===== src/rtl/as_ifetch_pkg.sv =====
// Shared types and widths for the as_* rv64i core slice: fetch-queue entry and fetch FSM state.
package as_pack;

    localparam int imem_addr_width = 16;
    localparam int instr_width     = 32;
    localparam int pc_width        = 64;

    localparam logic [instr_width-1:0] NOP_INSTR = 32'h0000_0013;

    typedef struct packed {
        logic [instr_width-1:0] instr;
        logic [pc_width-1:0]    pc;
        logic                   fault;
    } fq_entry_t;

    typedef enum logic {
        IF_RUN,
        IF_HALT
    } ifetch_state_t;

endpackage


===== src/rtl/as_ifetch_fetch_queue.sv =====
// Generic DEPTH-entry FIFO of fetch entries with push/pop/flush and occupancy count.
module as_fetch_queue
    import as_pack::*;
#(
    parameter int DEPTH = 2,
    localparam int PTR_W = (DEPTH > 1) ? $clog2(DEPTH) : 1,
    localparam int CNT_W = $clog2(DEPTH + 1)
) (
    input  logic             clk_i,
    input  logic             rstn_i,
    input  logic             push_i,
    input  logic             pop_i,
    input  logic             flush_i,
    input  fq_entry_t        entry_i,
    output logic             valid_o,
    output fq_entry_t        entry_o,
    output logic [CNT_W-1:0] count_o
);

    fq_entry_t        r_mem [DEPTH];
    logic [PTR_W-1:0] r_head;
    logic [PTR_W-1:0] r_tail;
    logic [CNT_W-1:0] r_count;
    logic             w_pop;

    assign w_pop = pop_i && (r_count != '0);

    always_ff @(posedge clk_i) begin
        if (push_i && !flush_i) begin
            r_mem[r_tail] <= entry_i;
        end
    end

    // DEPTH is a power of two, so the pointers wrap by natural overflow.
    always_ff @(posedge clk_i or negedge rstn_i) begin
        if (!rstn_i) begin
            r_head  <= '0;
            r_tail  <= '0;
            r_count <= '0;
        end else if (flush_i) begin
            r_head  <= '0;
            r_tail  <= '0;
            r_count <= '0;
        end else begin
            if (push_i) begin
                r_tail <= r_tail + 1'b1;
            end
            if (w_pop) begin
                r_head <= r_head + 1'b1;
            end
            case ({push_i, w_pop})
                2'b10:   r_count <= r_count + 1'b1;
                2'b01:   r_count <= r_count - 1'b1;
                default: r_count <= r_count;
            endcase
        end
    end

    assign valid_o = (r_count != '0);
    assign entry_o = valid_o ? r_mem[r_head] : '0;
    assign count_o = r_count;

endmodule


===== src/rtl/as_ifetch.sv =====
// Instruction-fetch stage: PC, fetch FSM and push decision feeding as_fetch_queue.
// Optional performance counters are enabled by defining AS_IFETCH_PERF_EN.
module as_ifetch
    import as_pack::*;
#(
    parameter logic [63:0] RESET_PC = 64'h0000_0000_0000_0000,
    parameter int          FQ_DEPTH = 2
) (
    input  logic                       clk_i,
    input  logic                       rstn_i,
    output logic [imem_addr_width-1:0] imem_addr_o,
    input  logic [instr_width-1:0]     imem_data_i,
    input  logic                       redirect_i,
    input  logic [63:0]                redirect_pc_i,
    output logic                       valid_o,
    input  logic                       ready_i,
    output logic [instr_width-1:0]     instr_o,
    output logic [63:0]                pc_o,
    output logic                       fault_o
`ifdef AS_IFETCH_PERF_EN
    ,
    output logic [63:0]                perf_fetched_o,
    output logic [63:0]                perf_flushed_o
`endif
);

    localparam int               CNT_W    = $clog2(FQ_DEPTH + 1);
    localparam logic [CNT_W-1:0] FULL_CNT = CNT_W'(FQ_DEPTH);

    ifetch_state_t    r_state;
    ifetch_state_t    w_state_next;
    logic [63:0]      r_pc;
    logic [CNT_W-1:0] w_count;
    logic             w_pop;
    logic             w_push;
    logic             w_misaligned;
    fq_entry_t        w_entry_in;
    fq_entry_t        w_entry_out;

    assign w_pop        = valid_o && ready_i;
    assign w_misaligned = (r_pc[1:0] != 2'b00);
    // A full queue can still accept a push in the same cycle its head is popped.
    assign w_push       = (r_state == IF_RUN) && !redirect_i && ((w_count < FULL_CNT) || w_pop);

    always_comb begin
        w_entry_in.pc = r_pc;
        if (w_misaligned) begin
            w_entry_in.instr = NOP_INSTR;
            w_entry_in.fault = 1'b1;
        end else begin
            w_entry_in.instr = imem_data_i;
            w_entry_in.fault = 1'b0;
        end
    end

    always_ff @(posedge clk_i or negedge rstn_i) begin
        if (!rstn_i) begin
            r_state <= IF_RUN;
        end else begin
            r_state <= w_state_next;
        end
    end

    always_comb begin
        w_state_next = r_state;
        if (redirect_i) begin
            w_state_next = IF_RUN;
        end else if (w_push && w_misaligned) begin
            w_state_next = IF_HALT;
        end
    end

    // The PC is held on a misaligned fetch so the fault entry carries the bad target.
    always_ff @(posedge clk_i or negedge rstn_i) begin
        if (!rstn_i) begin
            r_pc <= RESET_PC;
        end else if (redirect_i) begin
            r_pc <= redirect_pc_i;
        end else if (w_push && !w_misaligned) begin
            r_pc <= r_pc + 64'd4;
        end
    end

    as_fetch_queue #(
        .DEPTH (FQ_DEPTH)
    ) u_queue (
        .clk_i   (clk_i),
        .rstn_i  (rstn_i),
        .push_i  (w_push),
        .pop_i   (w_pop),
        .flush_i (redirect_i),
        .entry_i (w_entry_in),
        .valid_o (valid_o),
        .entry_o (w_entry_out),
        .count_o (w_count)
    );

    assign imem_addr_o = r_pc[imem_addr_width-1:0];
    assign instr_o     = w_entry_out.instr;
    assign pc_o        = w_entry_out.pc;
    assign fault_o     = w_entry_out.fault;

`ifdef AS_IFETCH_PERF_EN
    logic [63:0] r_perf_fetched;
    logic [63:0] r_perf_flushed;

    always_ff @(posedge clk_i or negedge rstn_i) begin
        if (!rstn_i) begin
            r_perf_fetched <= '0;
            r_perf_flushed <= '0;
        end else begin
            if (w_push) begin
                r_perf_fetched <= r_perf_fetched + 64'd1;
            end
            if (redirect_i) begin
                r_perf_flushed <= r_perf_flushed + 64'(w_count);
            end
        end
    end

    assign perf_fetched_o = r_perf_fetched;
    assign perf_flushed_o = r_perf_flushed;
`endif

endmodule


===== config.mk =====
export PLATFORM = sky130hd
export DESIGN_NAME = as_ifetch
export DESIGN_NICKNAME = d
export VERILOG_FILES = /design/src/rtl/as_ifetch_pkg.sv /design/src/rtl/as_ifetch_fetch_queue.sv /design/src/rtl/as_ifetch.sv
export SDC_FILE = /design/constraint.sdc
export NUM_CORES = 1
export LEC_CHECK = 0
export BUFFER_PORTS_ARGS = -buffer_cell sky130_fd_sc_hd__buf_2
export CORE_UTILIZATION = 32
export DETAILED_ROUTE_END_ITERATION = 12
export GPL_ROUTABILITY_DRIVEN = 0
export GPL_TIMING_DRIVEN = 0
export PLACE_DENSITY = 0.6
export SLEW_MARGIN = 20
export SYNTH_ARGS = -nofsm -noshare
export SYNTH_HDL_FRONTEND = slang
export SYNTH_SLANG_ARGS = --single-unit

===== constraint.sdc =====
create_clock -name clk_i -period 23.8 [get_ports clk_i]
set_input_delay 4.76 -clock clk_i [delete_from_list [all_inputs] [get_ports clk_i]]
set_output_delay 4.76 -clock clk_i [all_outputs]
set_load 0.005 [all_outputs]

; Yosys cells after proc, flatten, opt, wreduce, memory -nomap -nowiden
; Memory sizes are Yosys's and may differ from the RTL's.
; Cells that the tools add are included.
[word_totals]
mem_count = 1
in_bits = 100
ram_bits = 194
output_inout_bits = 114
reg_bits = 69
elab_cells = 47
[memory_table]
columns = name, depth, word_bits, read_ports, rd_ports_with_merged_regs, write_ports, line_no
row1 = u_queue.r_mem, 2, 97, 1, 0, 1, as_ifetch_fetch_queue.sv:20  ; fq_entry_t r_mem [DEPTH];
[op_classes]
bitwise = 1
order_cmp = 1
mux = 15
addsub = 5
reduce_logical = 17
n_eq_ne = 2
[op_table]
columns = cell, n
row1 = two-way mux 64 bit, 2
row2 = two-way mux 97 bit, 1
row3 = "adder 64 x 3 -> 64 bit, second input constant", 1
row4 = two-way mux 32 bit, 1
row5 = nonzero test 2 bit, 6
row6 = two-way mux 1 bit, 9
row7 = logical AND 1 bit, 7
row8 = case mux 2 bit (2 select lines), 1
row9 = nonzero test 3 bit, 1
row10 = "adder 1 bit, second input constant", 2
row11 = "adder 2 x 1 -> 2 bit, second input constant", 1
row12 = "equality test 2 x 1 -> 1 bit, second input constant", 1
row13 = "equality test 2 bit, second input constant", 1
row14 = zero test 1 bit, 2
row15 = "< comparator 2 bit, second input constant", 1
row16 = two-way mux 2 bit, 1
row17 = "subtractor 2 x 1 -> 2 bit, second input constant", 1
row18 = logical OR 1 bit, 1
row19 = NOT 1 bit, 1

; Longest topological paths before layout
; Gate-level depths: netlist of run 1.
[depth]
depth_word = 7
mapped_depth = 7
mapped_depth_nobuf = 6

; By module
; From an unflattened synthesis of run 1, not the netlist that was laid out.
[hier_totals]
cells_unflattened = 940
hier_area_um2 = 11742.5
[modules_own_cells]
columns = module, area_each_um2, cells_each, n_inst
row1 = as_fetch_queue, 7541.0, 434, 1
row2 = as_ifetch, 4201.5, 506, 1

; Worst setup path before layout of run 1
; OpenSTA, ideal clock, no wires.
[synth_timing]
path_kind = input -> register
startpoint = input port redirect_i
endpoint = memory u_queue.r_mem[0][0] (netlist bit) (enable)
t_required_ns = 23.128
path_stages = 4
arrival_time_ns = 11.995
path_slack_ns = 11.133
path_buffers = 3
setup_time_ns = 0.672
path_cell_list = clkbuf_1 > buf_1 > clkbuf_1 > nor3_1
[synth_between]
elab_chain_len = 6
[synth_rtl]
columns = item, line_no
row1 = from (decl), as_ifetch.sv:13  ; input logic redirect_i,
row2 = zero test 1 bit *, "as_ifetch_fetch_queue.sv:29, as_ifetch.sv:43"
row3 = logical AND 1 bit (2 in series), as_ifetch.sv:43  ; assign w_push = (r_state == IF_RUN) && !redirect_i && ((w_count < FULL_CNT) || w_pop);
row4 = logical AND 1 bit *, as_ifetch_fetch_queue.sv:29  ; if (push_i && !flush_i) begin
row5 = two-way mux 1 bit *, as_ifetch_fetch_queue.sv:29
row6 = two-way mux 1 bit (implied by the code) *, as_ifetch_fetch_queue.sv:30  ; r_mem[r_tail] <= entry_i;
row7 = to (decl), as_ifetch_fetch_queue.sv:20
; Mark *: on every way between the ends. The rest lies on a longest branch, timed or not.

; Final worst setup path of run 1
[layout_timing]
startpoint = register u_queue.r_head
endpoint = output port instr_o[26]
[layout_between]
elab_chain_len = 2
[layout_rtl]
columns = item, line_no
row1 = from (decl), as_ifetch_fetch_queue.sv:21  ; logic [PTR_W-1:0] r_head;
row2 = from (signal assigned), as_ifetch_fetch_queue.sv:49  ; r_head <= r_head + 1'b1;
row3 = memory (2 x 97 bit), n/a
row4 = two-way mux 97 bit, as_ifetch_fetch_queue.sv:60  ; assign entry_o = valid_o ? r_mem[r_head] : '0;
row5 = to (decl), as_ifetch.sv:17  ; output logic [instr_width-1:0] instr_o,
; Every way passes these cells.

==> flow_summary.rst, run 1 <==
.. list-table::
   :header-rows: 1

   * - Metric
     - Value
   * - Number of buffers inserted by hold repair at cts
     - 0
   * - Slew of the pin with the lowest slew margin
     - 988 ps
   * - Static power due to leakage
     - 5.46 nW
   * - Clock slew seen by the registers of the worst setup and hold paths
     - 60 ps
   * - Number of cell instances on the worst register-to-register path
     - 7
   * - Die Width
     - 194 um
   * - RSZ-0062 raised after global routing
     - no
   * - Status
     - completed
   * - Dominant cell by count in the synthesized netlist
     - sky130_fd_sc_hd__edfxtp_1
   * - Number of cell rows
     - 70
   * - Max-Slew Margin vs Limit
     - 33.5%
   * - Maximum buffer depth of the clock tree
     - 3
   * - Endpoint class of the critical path
     - primary output
   * - Count of final hold-check violations
     - 0
   * - Final standard cell utilization of the core
     - approximately two fifths
   * - CP Max Fanout
     - 10
   * - Per-cell routed wire length
     - 19.7 um
   * - Average instance area after synthesis
     - 12.1 sq um
   * - Count of flip-flops with a built-in enable after synthesis
     - ~190
   * - Starting DRT DRC Count
     - ~630
   * - Peak supply drop
     - 0.0484 mV
   * - Total inserted antenna cells
     - 0
   * - Depth of the CTS H-tree
     - 1
   * - Most numerous cell types in the synthesized netlist
     - sky130_fd_sc_hd__edfxtp_1 (194), sky130_fd_sc_hd__nor2_1 (147), sky130_fd_sc_hd__mux2i_1 (101)
   * - Number of flip-flops and latches in the synthesized netlist
     - 263
   * - Post-synthesis instance area
     - roughly 12000 sq um
   * - Clock share of power
     - 38.9%
   * - Sum of routed wire length over all layers
     - between 30000 and 40000 um
   * - Arrival time of the worst setup path
     - approximately 3400 ps
   * - Total clock sinks
     - 263
   * - Share of final-layout standard cells stronger than drive strength 1
     - 24.5%
   * - Number of distinct library cells after synthesis
     - 50
   * - Chip height
     - ~190 um
   * - Critical path class
     - reg2out
   * - Top post-synthesis cells by area
     - sky130_fd_sc_hd__edfxtp_1 (49%), sky130_fd_sc_hd__dfrtp_1 (15%), sky130_fd_sc_hd__mux2i_1 (8.5%), sky130_fd_sc_hd__nor2_1 (4.7%), sky130_fd_sc_hd__nand2_1 (2.2%)
   * - Seq/Total Area, Yosys
     - a little under two thirds
   * - Sequential fraction of design power
     - 47.7%
   * - Number of maximum-capacitance constraint violations
     - 0
   * - Routed Antenna Nets
     - 0
   * - Capturing point of the worst reg2reg path
     - r_pc[60]
   * - Wire length of the first global-routing pass
     - 51600 um
   * - Final-report setup violation count
     - 0
   * - Total nets after synthesis
     - 1078
   * - Switch Pwr
     - about 300 uW
   * - Launching element type of the critical path
     - register
   * - Io pins
     - 214
   * - Starting density of the core
     - between 30 and 40%
   * - Number of inserted filler cells in the final layout
     - between 3000 and 4000
   * - DRC errors left
     - 0
   * - Number of synthesis warnings
     - 0
   * - TritonRoute pass-1 iters
     - 5
   * - Post-Route Hold Slack
     - between 400 and 500 ps
   * - GR Layer Usage met1
     - 24.8%
   * - Kind of path behind the tightest hold check
     - reg2reg
   * - Core Footprint
     - 36500 sq um
   * - Port-buffer cells
     - between 200 and 250
   * - Number of buffers created by CTS
     - 29
   * - Worst EP required
     - 19040 ps
   * - FMAX
     - 123 MHz
   * - Synthesized netlist cell count
     - 977
   * - Total congestion overflow
     - 0
   * - Area of the die
     - 37800 sq um
   * - Via count
     - 8906
   * - Post_cts resized
     - 0
   * - Insertion delay to the later sink of the worst-skew pair
     - between 500 and 600 ps
   * - Worst R2R Setup Slack
     - approximately 20000 ps
   * - Fin. max-slew vios
     - 0
   * - Sw Share
     - 26.0%
   * - Fin Clk Skew
     - 26.8 ps
   * - Met3 Resource Use GR
     - 2.48%
   * - Internal portion of total power
     - 875 uW
   * - Number of setup buffers added after CTS
     - 0
   * - Area share of the largest cell type after synthesis
     - 49.2%
   * - Final worst-path cycle share
     - approximately 34%
   * - Largest area contributor in the netlist
     - sky130_fd_sc_hd__edfxtp_1
   * - Vias per cell
     - 5.16
   * - Post-DP HPWL
     - 24800 um
   * - Portion of total power attributed to combinational logic
     - 13.5%
   * - Share of flip-flops with an asynchronous set or reset after synthesis
     - 26.2%
   * - Number of antenna violations at the first check in global routing
     - 1
   * - TritonCTS clock tree
     - built
   * - Ratio of total power to cell area
     - roughly 80 nW/um^2
   * - Total number of nets in the final design
     - 1338
   * - Via count of the first global-routing pass
     - between 8000 and 9000
   * - Final TNS setup
     - 0 ps
   * - WHS Endpoint
     - u_queue.r_mem[1][33]
   * - Largest net degree at the start of global routing
     - 48
   * - Final Critical Period
     - ~8000 ps
   * - Startpoint of the lowest-slack hold path
     - r_pc[32]
   * - Most heavily used metal layer in global routing
     - met2
   * - Cell chosen for the clock root
     - sky130_fd_sc_hd__clkbuf_16
   * - Main flop type after synthesis
     - sky130_fd_sc_hd__edfxtp_1
   * - Total Routing Usage GR
     - 17.7%
   * - WHS Path Cells
     - 0
   * - Synth-to-layout area growth
     - 23.9%
   * - Met2 routing resource usage after global routing
     - 28.3%
   * - Worst R2R Start
     - r_pc[1]
## layer usage
| metal | routed length (um) | part of all wire, % |
|---|---|---|
| met1 | 15600 | 46 |
| met2 | 15800 | 46 |
| met3 | 1980 | 5.8 |
| met4 | 775 | 2.3 |
| met5 | 0 | 0 |
## worst max-delay path by stage
| stage | slack, ps | depth (start not counted) | to | from |
|---|---|---|---|---|
| final | 15680 | 6 | instr_o[26] | u_queue.r_head |
| after floorplan | 11130 | 4 | u_queue.r_mem[0][0] | redirect_i |
| after global routing | 15490 | 6 | instr_o[30] | u_queue.r_head |
| after CTS | 15640 | 6 | instr_o[13] | u_queue.r_head |
| after detailed placement | 16220 | 6 | instr_o[13] | u_queue.r_head |
| after global placement | 5940 | 5 | u_queue.r_mem[0][76] | redirect_i |
## cell families (layout without fill, tap and decap cells)
group | after synthesis | after routing | share of synthesized area [%]
adder cells (fa/ha/maj) | 1 | 1 | 0.106
AO/OA/AOI/OAI | 105 | 105 | 5.57
buffers and inverters | 73 | 355 | 2.83
XOR/XNOR | 25 | 25 | 1.85
multiplexers | 104 | 104 | 8.82
flip-flops | 263 | 263 | 63.7
AND/OR/NAND/NOR | 406 | 406 | 17.1
## power by group through the flow
stage	registers, mW	clock network, mW	logic [mW]
finish	0.563	0.459	0.159
global route	0.567	0.488	0.176
CTS	0.563	0.469	0.162
detailed placement	0.572	0	0.161
global placement	0.577	0	0.153
floorplan	0.565	0	0.0904
## sequential cells by signal, summed over array words and instances, names as in the netlist
register / flops
r_pc: 64
r_state: 1
u_queue.count_o: 2
u_queue.r_head: 1
u_queue.r_mem: 194
u_queue.r_tail: 1
## worst max-delay path: stages (launching register included)
cell and delay (ps):
sky130_fd_sc_hd__dfrtp_1 310, sky130_fd_sc_hd__clkbuf_1 700, sky130_fd_sc_hd__buf_1 680, sky130_fd_sc_hd__buf_1 630
sky130_fd_sc_hd__mux2i_1 290, sky130_fd_sc_hd__nor2_1 60, sky130_fd_sc_hd__buf_2 140
## final cells by class
class	instances	area, sq um	area share, %
Sequential cell	263	7550	51.4
Multi-Input combinational cell	641	3980	27.1
Timing Repair Buffer	229	1250	8.53
Clock buffer	39	856	5.83
Tap cell	468	586	3.99
Buffer	63	298	2.03
Clock inverter	14	130	0.886
Inverter	10	37.5	0.256
## stage by stage
stage / worst slack, ps / instances / instance area, sq um / total power, mW
6_report: 15680 / 1727 / 14700 / 1.18
5_1_grt: 15490 / 1727 / 14700 / 1.23
4_1_cts: 15640 / 1727 / 14700 / 1.19
3_5_place_dp: 16220 / 1674 / 13700 / 0.733
3_3_place_gp: 5940 / 1658 / 13500 / 0.730
2_1_floorplan: 11130 / 977 / 11900 / 0.656
## layout by cell type (no fill, tap or decap), types with 4 or more instances in the layout
cell,n
sky130_fd_sc_hd__mux2i_1,101
sky130_fd_sc_hd__buf_4,26
sky130_fd_sc_hd__xnor2_1,17
sky130_fd_sc_hd__buf_2,213
sky130_fd_sc_hd__o41ai_1,4
sky130_fd_sc_hd__xor2_1,8
sky130_fd_sc_hd__nand3_1,22
sky130_fd_sc_hd__and4_1,11
sky130_fd_sc_hd__nor4_1,16
sky130_fd_sc_hd__nand2_1,68
sky130_fd_sc_hd__nor3_1,17
sky130_fd_sc_hd__o21ai_0,41
sky130_fd_sc_hd__clkbuf_16,31
sky130_fd_sc_hd__or3_1,16
sky130_fd_sc_hd__buf_1,13
sky130_fd_sc_hd__o31ai_1,9
sky130_fd_sc_hd__clkbuf_1,36
sky130_fd_sc_hd__edfxtp_1,194
sky130_fd_sc_hd__nor2_1,146
sky130_fd_sc_hd__and3_1,11
sky130_fd_sc_hd__a31oi_1,32
sky130_fd_sc_hd__clkinv_2,4
sky130_fd_sc_hd__or4_1,10
sky130_fd_sc_hd__dfrtp_1,69
sky130_fd_sc_hd__nand4b_1,4
sky130_fd_sc_hd__inv_1,9
sky130_fd_sc_hd__clkbuf_8,5
sky130_fd_sc_hd__and2_1,31
sky130_fd_sc_hd__clkinv_1,5
sky130_fd_sc_hd__nand4_1,35
No activity file was read; power rests on OpenSTA's default activity.
==> inputs of run 2 (changes only) <==
--- a/config.mk
+++ b/config.mk
@@ -5,12 +5,13 @@
 export SDC_FILE = /design/constraint.sdc
 export NUM_CORES = 1
 export LEC_CHECK = 0
+export ABC_AREA = 1
 export BUFFER_PORTS_ARGS = -buffer_cell sky130_fd_sc_hd__buf_2
 export CORE_UTILIZATION = 32
 export DETAILED_ROUTE_END_ITERATION = 12
 export GPL_ROUTABILITY_DRIVEN = 0
 export GPL_TIMING_DRIVEN = 0
-export PLACE_DENSITY = 0.6
+export PLACE_DENSITY = 0.59
 export SLEW_MARGIN = 20
 export SYNTH_ARGS = -nofsm -noshare
 export SYNTH_HDL_FRONTEND = slang
==> constraint.sdc (replaced) <==
create_clock -name clk_i -period 8.45 [get_ports clk_i]
set_input_delay 1.69 -clock clk_i [delete_from_list [all_inputs] [get_ports clk_i]]
set_output_delay 1.69 -clock clk_i [all_outputs]
set_load 0.005 [all_outputs]
==> run 2 against run 1 <==
  * Cell count up 31%
  * Core utilization fell by 0.48 points
  * Clock skew grew 1.3 ps
  * Non-clock buffer count grew 4
  * Critical endpoint is now instr_o[27]
  * Highest routed layer is now met5
==> flow_summary.rst, run 2 <==
.. list-table::
   :header-rows: 1

   * - Metric
     - Value
   * - Kind of path behind the tightest hold check
     - reg2reg
   * - Sequential fraction of design power
     - 42.6%
   * - Vias per cell
     - 4.77
   * - Final Critical Period
     - 4340 ps
   * - Final TNS setup
     - 0 ps
   * - Critical path class
     - reg2out
   * - Peak supply drop
     - 0.168 mV
   * - Cell type of the slowest stage on the worst timing path
     - sky130_fd_sc_hd__buf_1
   * - Finished layout cell area
     - 15800 sq um
   * - RSZ-0062 raised after global routing
     - no
   * - FMAX
     - 230 MHz
   * - Launching element type of the critical path
     - register
   * - Worst EP required
     - 6760 ps
   * - Static power due to leakage
     - approximately 6.9 nW
   * - Slew of the pin with the lowest slew margin
     - slightly below 900 ps
   * - Chip height
     - ~200 um
   * - Number of buffers created by CTS
     - 29
   * - Via count
     - 10800
   * - Post-synthesis instance area
     - 12900 sq um
   * - Clock share of power
     - 29.9%
   * - Starting DRT DRC Count
     - 878
   * - TritonCTS clock tree
     - built
   * - Number of distinct library cells after synthesis
     - 43
   * - Total nets after synthesis
     - 1565
   * - Most frequent standard cell in the layout excluding fill and tap cells
     - sky130_fd_sc_hd__nand2_1
   * - Fin Clk Skew
     - 28.0 ps
   * - Seq/Total Area, Yosys
     - 58.4%
   * - Most numerous cell types in the synthesized netlist
     - sky130_fd_sc_hd__nand2_1 (496), sky130_fd_sc_hd__edfxtp_1 (194), sky130_fd_sc_hd__nor2_1 (159)
   * - Main flop type after synthesis
     - sky130_fd_sc_hd__edfxtp_1
   * - Final-report setup violation count
     - 0
   * - Total clock sinks
     - 263
   * - Maximum buffer depth of the clock tree
     - 3
   * - Count of flip-flops with a built-in enable after synthesis
     - 194
   * - Most used cell, CP
     - sky130_fd_sc_hd__buf_2
   * - Commonest non-fill, non-tap cells in the layout
     - sky130_fd_sc_hd__nand2_1 (496), sky130_fd_sc_hd__buf_2 (227), sky130_fd_sc_hd__edfxtp_1 (194), sky130_fd_sc_hd__nor2_1 (156), sky130_fd_sc_hd__inv_1 (124)
   * - Status
     - completed
   * - Total Routing Usage GR
     - roughly a fifth
   * - Arrival time of the worst setup path
     - 2650 ps
   * - Largest area contributor in the netlist
     - sky130_fd_sc_hd__edfxtp_1
   * - Internal portion of total power
     - 2.77 mW
   * - Number of cell rows
     - 73
   * - Synth-to-layout area growth
     - 22.4%
   * - Most flops, register
     - u_queue.r_mem
   * - Largest net degree at the start of global routing
     - 41
   * - Number of setup buffers added after CTS
     - 0
   * - DRC errors left
     - 0
   * - Area of placed instances
     - 14900 sq um
   * - Post-DP HPWL
     - around 30000 um
   * - Max-Slew Margin vs Limit
     - 41.1%
   * - Port-buffer cells
     - about 210
   * - Insertion delay to the later sink of the worst-skew pair
     - about 590 ps
   * - Synthesized netlist cell count
     - 1464
   * - Worst path buffer plus inverter count
     - 5
   * - Cell chosen for the clock root
     - sky130_fd_sc_hd__clkbuf_16
   * - Number of flip-flops and latches in the synthesized netlist
     - 263
   * - Top post-synthesis cells by area
     - sky130_fd_sc_hd__edfxtp_1 (45%), sky130_fd_sc_hd__nand2_1 (14%), sky130_fd_sc_hd__dfrtp_1 (13%), sky130_fd_sc_hd__nor2_1 (4.6%), sky130_fd_sc_hd__a21oi_1 (4.6%)
   * - Depth of the CTS H-tree
     - 1
   * - Number of flip-flops in the largest register
     - 194
   * - Wire length of the first global-routing pass
     - 61600 um
   * - Total number of nets in the final design
     - 1817
   * - Count of final hold-check violations
     - 0
   * - Average instance area after synthesis
     - 8.83 sq um
   * - Share of flip-flops with an asynchronous set or reset after synthesis
     - 26.2%
   * - Switch Pwr
     - 1.41 mW
   * - Final worst-path cycle share
     - 51.4%
   * - Total congestion overflow
     - 0
   * - CP Max Fanout
     - 10
   * - Kind of cell with the highest combined delay on the critical path
     - buffers and inverters
   * - Worst path max stage delay
     - 410 ps
   * - Via count of the first global-routing pass
     - 10500
   * - Fin. max-slew vios
     - 0
   * - Endpoint class of the critical path
     - primary output
   * - Sum of routed wire length over all layers
     - 40800 um
   * - Post_cts resized
     - 0
   * - Share of final-layout standard cells stronger than drive strength 1
     - 20.5%
   * - Sw Share
     - about a third
   * - Core Footprint
     - ~40000 sq um
   * - Clock slew seen by the registers of the worst setup and hold paths
     - 60 ps
   * - Io pins
     - 214
   * - Area share of the largest cell type after synthesis
     - 45.1%
   * - Number of buffers inserted by hold repair at cts
     - 0
   * - Worst path cell trace
     - buf_2, inv_2, buf_2, buf_1, nand2_1, a21oi_1, buf_2
   * - TritonRoute pass-1 iters
     - 5
   * - Ratio of total power to cell area
     - 264 nW/um^2
   * - Portion of total power attributed to combinational logic
     - 27.5%
   * - Number of synthesis warnings
     - 0
   * - Dominant cell by count in the synthesized netlist
     - sky130_fd_sc_hd__nand2_1
   * - Area of the die
     - 41200 sq um
   * - Number of antenna violations at the first check in global routing
     - 3
   * - Routed Antenna Nets
     - 0
   * - Die Width
     - 203 um
   * - Number of maximum-capacitance constraint violations
     - 0
   * - Per-cell routed wire length
     - 18.0 um
   * - Starting density of the core
     - 32.5%
==> run 2: cell types whose count changed after synthesis, moves of 17 or more <==
cell                      delta
sky130_fd_sc_hd__mux2i_1   -101
sky130_fd_sc_hd__nand2_1   +428
sky130_fd_sc_hd__nand3_1    +51
sky130_fd_sc_hd__inv_1     +115
sky130_fd_sc_hd__o21ai_0    -18
sky130_fd_sc_hd__a21oi_1   +116
sky130_fd_sc_hd__nand2_2    +17
sky130_fd_sc_hd__a31oi_1    -31
sky130_fd_sc_hd__nand4_1    -24
sky130_fd_sc_hd__and2_1     -30
==> run 2: cell type report <==
class,instances,area [sq um]
clock buffer,34,754
inverter,129,487
buffer,75,392
fill,4082,24000
antenna,1,2.50
timing repair buffer,221,1280
tap,525,657
multi-input combinational,997,4520
clock inverter,19,180
sequential,263,7550
==> run 2: power by group through the flow <==
stage,Clock (mW),Sequential [mW],Combinational (mW)
final,1.25,1.78,1.15
after global routing,1.33,1.80,1.30
after CTS,1.28,1.78,1.18
after detailed placement,0,1.81,1.17
after global placement,0,1.84,1.11
after floorplan,0,1.77,0.622
==> run 2: per-layer routing <==
metal	global-route usage, %	share of wire, %	wire length, um
met1	26.1	43	17700
met2	31.6	46	18600
met3	4.08	7.1	2910
met4	7.79	3.9	1610
met5	0	0.056	23
==> run 2: cells by family (layout without fill, tap and decap cells) <==
kind of cell,count (synthesis),count (layout),synth area share [%]
DFF,263,263,58.4
xor gates and xnor gates,14,14,0.948
buffers and inverters,204,478,6.79
and+or+nand+nor,793,793,25.7
adders and majority gates,1,1,0.0968
AOI/OAI and AO/OA,189,189,8.03
other,0,1,0
==> run 2: final timing paths <==
path,cells past startpoint,slack [ps],endpoint,startpoint
hold / removal,0,500,u_queue.r_mem[0][2],r_pc[1]
setup reg to reg,5,6260,u_queue.r_mem[1][55],u_queue.count_o[1]
min in group asynchronous,1,1050,r_pc[43],rstn_i
setup / recovery,7,4110,instr_o[27],u_queue.r_head
hold reg to reg,0,500,u_queue.r_mem[0][2],r_pc[1]
max in group asynchronous,2,6820,r_pc[0],rstn_i
==> run 2: per-stage QoR <==
stage	hold slack, ps	util (%)	setup WS, ps	instances	total power [mW]
after detailed placement	494	37.4	4640	2210	2.98
after global routing	528	39.7	3950	2263	4.43
after global placement	479	36.8	-1160	2201	2.95
final	502	39.7	4110	2264	4.18
after CTS	508	39.7	4020	2263	4.24
after floorplan	463	-	1770	1464	2.39
